File: src/rtl/hdmi_line_fetch_ctrl.sv
`default_nettype none
// ============================================================================
// Module   : hdmi_line_fetch_ctrl
// Brief    : Ping-pong line-buffer scheduler feeding the HDMI pixel path.
// Revision : 1.0 - initial release
// ============================================================================
module hdmi_line_fetch_ctrl #(
  parameter int H_ACTIVE = 640,
  parameter int V_ACTIVE = 480
) (
  input  logic        clk,
  input  logic        reset_n,
  input  logic        vs,
  input  logic        de,
  output logic        fill_req,
  input  logic        fill_ack,
  output logic [9:0]  fill_line,
  output logic        fill_bank,
  input  logic        fill_done,
  output logic        buffer_rd,
  output logic [10:0] RD_ADDR,
  output logic        underrun,
  output logic        frame_start
);

  localparam logic [9:0] c_v_active = 10'(V_ACTIVE);
  localparam logic [9:0] c_x_last   = 10'(H_ACTIVE - 1);

  typedef enum logic [1:0] {
    S_IDLE  = 2'd0,
    S_REQ   = 2'd1,
    S_BUSY  = 2'd2,
    S_DRAIN = 2'd3
  } state_t;

  state_t      r_state;
  state_t      w_state_nxt;
  logic        r_first;
  logic        r_vs_q;
  logic        r_de_q;
  logic [1:0]  r_valid;
  logic [1:0]  w_valid_nxt;
  logic        r_disp_bank;
  logic [9:0]  r_disp_line;
  logic        r_next_bank;
  logic [9:0]  r_next_line;
  logic [9:0]  r_x;

  logic        w_fs;
  logic        w_fs_edge;
  logic        w_de_rise;
  logic        w_de_fall;
  logic        w_disp_act;
  logic        w_fill_ok;
  logic [9:0]  w_x;

  // r_vs_q resets high so a vs already high at reset release is not an edge
  assign w_fs_edge  = vs & ~r_vs_q;
  assign w_fs       = r_first | w_fs_edge;
  assign w_de_rise  = de & ~r_de_q;
  assign w_de_fall  = ~de & r_de_q;
  assign w_disp_act = (r_disp_line < c_v_active);
  assign w_fill_ok  = (r_state == S_BUSY) & fill_done & ~w_fs;
  assign w_x        = w_de_rise ? 10'd0 : r_x;

  always_comb begin
    w_state_nxt = r_state;
    case (r_state)
      S_IDLE: begin
        if (!w_fs && (r_next_line < c_v_active) && !r_valid[r_next_bank])
          w_state_nxt = S_REQ;
      end
      S_REQ: begin
        if (w_fs)
          w_state_nxt = S_DRAIN;
        else if (fill_ack)
          w_state_nxt = S_BUSY;
      end
      S_BUSY: begin
        // A completion coinciding with a frame start is simply discarded
        if (fill_done)
          w_state_nxt = S_IDLE;
        else if (w_fs)
          w_state_nxt = S_DRAIN;
      end
      S_DRAIN: begin
        if (fill_done)
          w_state_nxt = S_IDLE;
      end
      default: w_state_nxt = S_IDLE;
    endcase
  end

  // Display-side clear is applied after the fill set so it wins on a clash
  always_comb begin
    w_valid_nxt = r_valid;
    if (w_fill_ok)
      w_valid_nxt[r_next_bank] = 1'b1;
    if (w_de_fall && w_disp_act)
      w_valid_nxt[r_disp_bank] = 1'b0;
  end

  always_ff @(posedge clk or negedge reset_n) begin
    if (!reset_n) begin
      r_state     <= S_IDLE;
      r_first     <= 1'b1;
      r_vs_q      <= 1'b1;
      r_de_q      <= 1'b0;
      r_valid     <= 2'b00;
      r_disp_bank <= 1'b0;
      r_disp_line <= 10'd0;
      r_next_bank <= 1'b0;
      r_next_line <= 10'd0;
      r_x         <= 10'd0;
      fill_req    <= 1'b0;
      fill_line   <= 10'd0;
      fill_bank   <= 1'b0;
      buffer_rd   <= 1'b0;
      RD_ADDR     <= 11'd0;
      underrun    <= 1'b0;
      frame_start <= 1'b0;
    end else begin
      r_first     <= 1'b0;
      r_vs_q      <= vs;
      r_de_q      <= de;
      r_state     <= w_state_nxt;
      frame_start <= w_fs_edge;
      fill_req    <= (w_state_nxt == S_REQ);
      if ((r_state == S_IDLE) && (w_state_nxt == S_REQ)) begin
        fill_line <= r_next_line;
        fill_bank <= r_next_bank;
      end

      buffer_rd <= de & w_disp_act;
      if (de && w_disp_act)
        RD_ADDR <= {r_disp_bank, w_x};
      if (de)
        r_x <= (w_x < c_x_last) ? (w_x + 10'd1) : w_x;

      if (w_fs) begin
        r_valid     <= 2'b00;
        r_disp_bank <= 1'b0;
        r_disp_line <= 10'd0;
        r_next_bank <= 1'b0;
        r_next_line <= 10'd0;
        underrun    <= 1'b0;
      end else begin
        r_valid <= w_valid_nxt;
        if (w_fill_ok) begin
          r_next_line <= r_next_line + 10'd1;
          r_next_bank <= ~r_next_bank;
        end
        if (w_de_rise && w_disp_act && !r_valid[r_disp_bank])
          underrun <= 1'b1;
        if (w_de_fall && w_disp_act) begin
          r_disp_bank <= ~r_disp_bank;
          r_disp_line <= r_disp_line + 10'd1;
        end
      end
    end
  end

endmodule
`default_nettype wire

File: config.mk
export PLATFORM = sky130hd
export DESIGN_NAME = hdmi_line_fetch_ctrl
export DESIGN_NICKNAME = d
export VERILOG_FILES = /design/src/rtl/hdmi_line_fetch_ctrl.sv
export SDC_FILE = /design/constraint.sdc
export NUM_CORES = 1
export LEC_CHECK = 0
export BUFFER_PORTS_ARGS = -buffer_cell sky130_fd_sc_hd__buf_2
export CAP_MARGIN = 20
export CELL_PAD_IN_SITES_DETAIL_PLACEMENT = 0
export CELL_PAD_IN_SITES_GLOBAL_PLACEMENT = 1
export CORE_AREA = 2 2 113 115
export DETAILED_ROUTE_END_ITERATION = 8
export DIE_AREA = 0 0 115 117
export GPL_TIMING_DRIVEN = 1
export PLACE_DENSITY = 0.53
export SETUP_SLACK_MARGIN = 0.4
export SLEW_MARGIN = 5
export SYNTH_ARGS = -nofsm -noshare
export SYNTH_HDL_FRONTEND = slang
export SYNTH_SLANG_ARGS = --single-unit
export TNS_END_PERCENT = 50
File: constraint.sdc
create_clock -name clk -period 4.3 [get_ports clk]
set_input_delay 0.43 -clock clk [delete_from_list [all_inputs] [get_ports clk]]
set_output_delay 0.43 -clock clk [all_outputs]
set_load 0.01 [all_outputs]
==> results_dict.tcl <==
set metrics [dict create \
    post-route-util 0.294 \
    finalCritPeriodShare 0.600 \
    insertion_delay_ps 320 \
    path_cells "nand2b_1 > and2_1 > ha_1 > and4_1 > a41o_1 > a31oi_1 > mux2_2" \
    grt_max_degree 44 \
    setup_slack_ps 1720 \
    critPathSlowestCell "dfrtp_1" \
    cts_made_buffers 9 \
    cts_resized 0 \
    place_area_mm2 0.00329 \
    relSlewSlack 0.505 \
    routed-via-count 2127 \
    leakagePower_nw 1.66 \
    fin_skew_ps 6.87 \
    nets 319 \
    max-cap-violations 0 \
    drc 0 \
    fmax_mhz 387 \
    drt_iter0_markers 70 \
    dp.cells 448 \
    io_pins 32 \
    endpoint_kind "flip-flop" \
    io_buffers 31 \
    syn_inst 279 \
    hpwl_um 4310 \
    path_class "reg -> reg" \
    die_y_um 117 \
    rows 41 \
    antenna_found_initial 0 \
    grt_pass1_vias 2156 \
    drv_slew 0 \
    synthesis.nets 288 \
    clock_sinks 65 \
    ys_types 49 \
    fin_tns_setup_ps 0 \
    synth.avg_cell_area_um2 10.8 \
    dr.pass1.iters 4 \
    synth-async-reset-ratio 1.00 \
    initial_utilization 0.245 \
    cts_max_level 3 \
    place_ws_ps 1670 \
    synth_top_area_frac 0.523 \
    final_cell_mix "dfrtp_1 (63), nand2_1 (31), buf_2 (31), nor2_1 (26), o21ai_0 (14)" \
    period_needed_ps 2580 \
    ys_top_cells_by_area "dfrtp_1 (52%), nand2_1 (3.9%), mux2_4 (3.5%)" \
    required_ps 4500 \
    crit_path_max_fanout 12 \
    synth_area_mm2 0.00301 \
    fin_area_mm2 0.00361 \
    vdd.ir_drop.worst_v 0.000264 \
    finalHoldViolCount 0 \
    clk_pin_slew_ps 50 \
    drive_above_1_share 0.241 \
    cts_root_buf "clkbuf_16" \
    synth_edf_count 0 \
    final_common_cell "dfrtp_1" \
    synth-main-ff-cell "dfrtp_1" \
    wl_per_cell_um 13.4 \
    die_area_mm2 0.0135 \
    antenna_cells 0 \
    die-width_um 115 \
    finalNonFillerCells 465 \
    ant_nets 0 \
    place_congestion 0.742 \
    setup_violations 0 \
    gr-total-overflow 0 \
    tightest_slew_ps 740 \
    groute.usage.overall 0.101 \
    clk_path_buf_depth 2 \
    synth_seq_area_share 0.541 \
    yosysTopAreaCell "dfrtp_1" \
    slowest_delay_ps 480 \
    worst_ep_arrival_time_ps 2780 \
    postCtsHoldBufs 0 \
    grt_pass1_wl_um 10700 \
    area_delta_synth_final_pct 20.0 \
    drt-total-wl_um 6240 \
    via_per_inst 4.57 \
    status "finished, final reports clean" \
    core_region_area_mm2 0.0123 \
    rsz0062_at_grt "false" \
    ys_ff_latch 65 \
    ys_warn_count 0 \
    cp-start-kind "flip-flop" \
    post_cts_buffers 0 \
    cts_tree "yes" \
    hold_path.class "in -> async" \
    powerDensity_mw_per_mm2 465 \
]
[registers in the layout, summed over array words and instances (netlist names)]
| signal | count |
|---|---|
| r_state | 2 |
| r_disp_line | 10 |
| r_vs_q | 1 |
| r_next_bank | 1 |
| frame_start | 1 |
| r_valid | 2 |
| buffer_rd | 1 |
| fill_bank | 1 |
| r_next_line | 10 |
| r_disp_bank | 1 |
| underrun | 1 |
| r_first | 1 |
| fill_req | 1 |
| r_de_q | 1 |
| RD_ADDR | 11 |
| fill_line | 10 |
| r_x | 10 |
[cells in the mapped netlist, drive strengths merged (2+ instances only)]
master,n
a41o,3
o21ai,14
nor4,5
nand3,12
nand4b,2
clkbuf,5
xor2,6
inv,8
nor3,8
a31oi,5
nor2b,4
xnor2,10
o22ai,2
a311oi,3
dfstp,2
and2,4
and4,2
mux2i,3
nand2,31
or3,4
dfrtp,63
or2,2
buf,8
o31a,2
nand2b,3
mux2,14
nand4,4
a21oi,9
nor2,26
ha,3
[area by class of cell]
type / instances / area (um2)
clock inverters: 3 / 40.0
well taps: 150 / 188
repair buffers: 33 / 183
flip-flops and latches: 65 / 1630
inverters: 8 / 30.0
fillers: 1311 / 8700
clock buffers: 13 / 260
multi-input cells: 193 / 1280
[worst max-delay path: cells and delay by family (launching register included)]
family / cells / cell delay [ps]
flip-flops: 1 / 480
AO/OA/AOI/OAI: 2 / 480
adder cells (fa/ha/maj): 1 / 250
multiplexers: 1 / 350
AND/OR/NAND/NOR: 3 / 910
[report_power, final]
| group | total, mW | switching, mW | internal (mW) |
|---|---|---|---|
| clock network | 0.736 | 0.257 | 0.479 |
| registers | 0.725 | 0.0593 | 0.666 |
| logic | 0.218 | 0.116 | 0.102 |
[worst paths after layout]
| kind | slack, ps | depth (start not counted) | endpoint | start |
|---|---|---|---|---|
| setup / recovery | 1720 | 7 | r_x[1] | r_de_q |
| hold / removal | 50 | 1 | fill_req | reset_n |
| setup reg to reg | 1720 | 7 | r_x[1] | r_de_q |
| hold reg to reg | 470 | 2 | RD_ADDR[8] | RD_ADDR[8] |
| max in group asynchronous | 3380 | 3 | r_x[9] | reset_n |
| min in group clk | 210 | 1 | r_vs_q | vs |
[through the flow]
stage,hold WS (ps),total power [mW]
6_report,47.9,1.68
4_1_cts,196,1.70
5_1_grt,81.3,1.76
3_5_place_dp,469,0.956
3_3_place_gp,464,0.957
2_1_floorplan,134,0.886
[per-layer routing]
metal	GRT usage	vias up	share of wire
met4	0.0305	0	0.011
li1	-	1047	-
met1	0.127	1033	0.47
met3	0.0324	8	0.042
met2	0.167	39	0.48
met5	0	-	0
[cells by family (layout without fill, tap and decap cells)]
group / count (synthesis) / after routing / synth area share
mux: 17 / 17 / 0.0710
xor+xnor: 16 / 16 / 0.0465
flops: 65 / 65 / 0.541
other cells: 1 / 1 / 0.00125
simple gates: 111 / 111 / 0.193
buf+inv: 21 / 57 / 0.0324
compound gates: 45 / 45 / 0.102
fa+ha+maj: 3 / 3 / 0.0125
No activity file was read; power rests on OpenSTA's default activity.
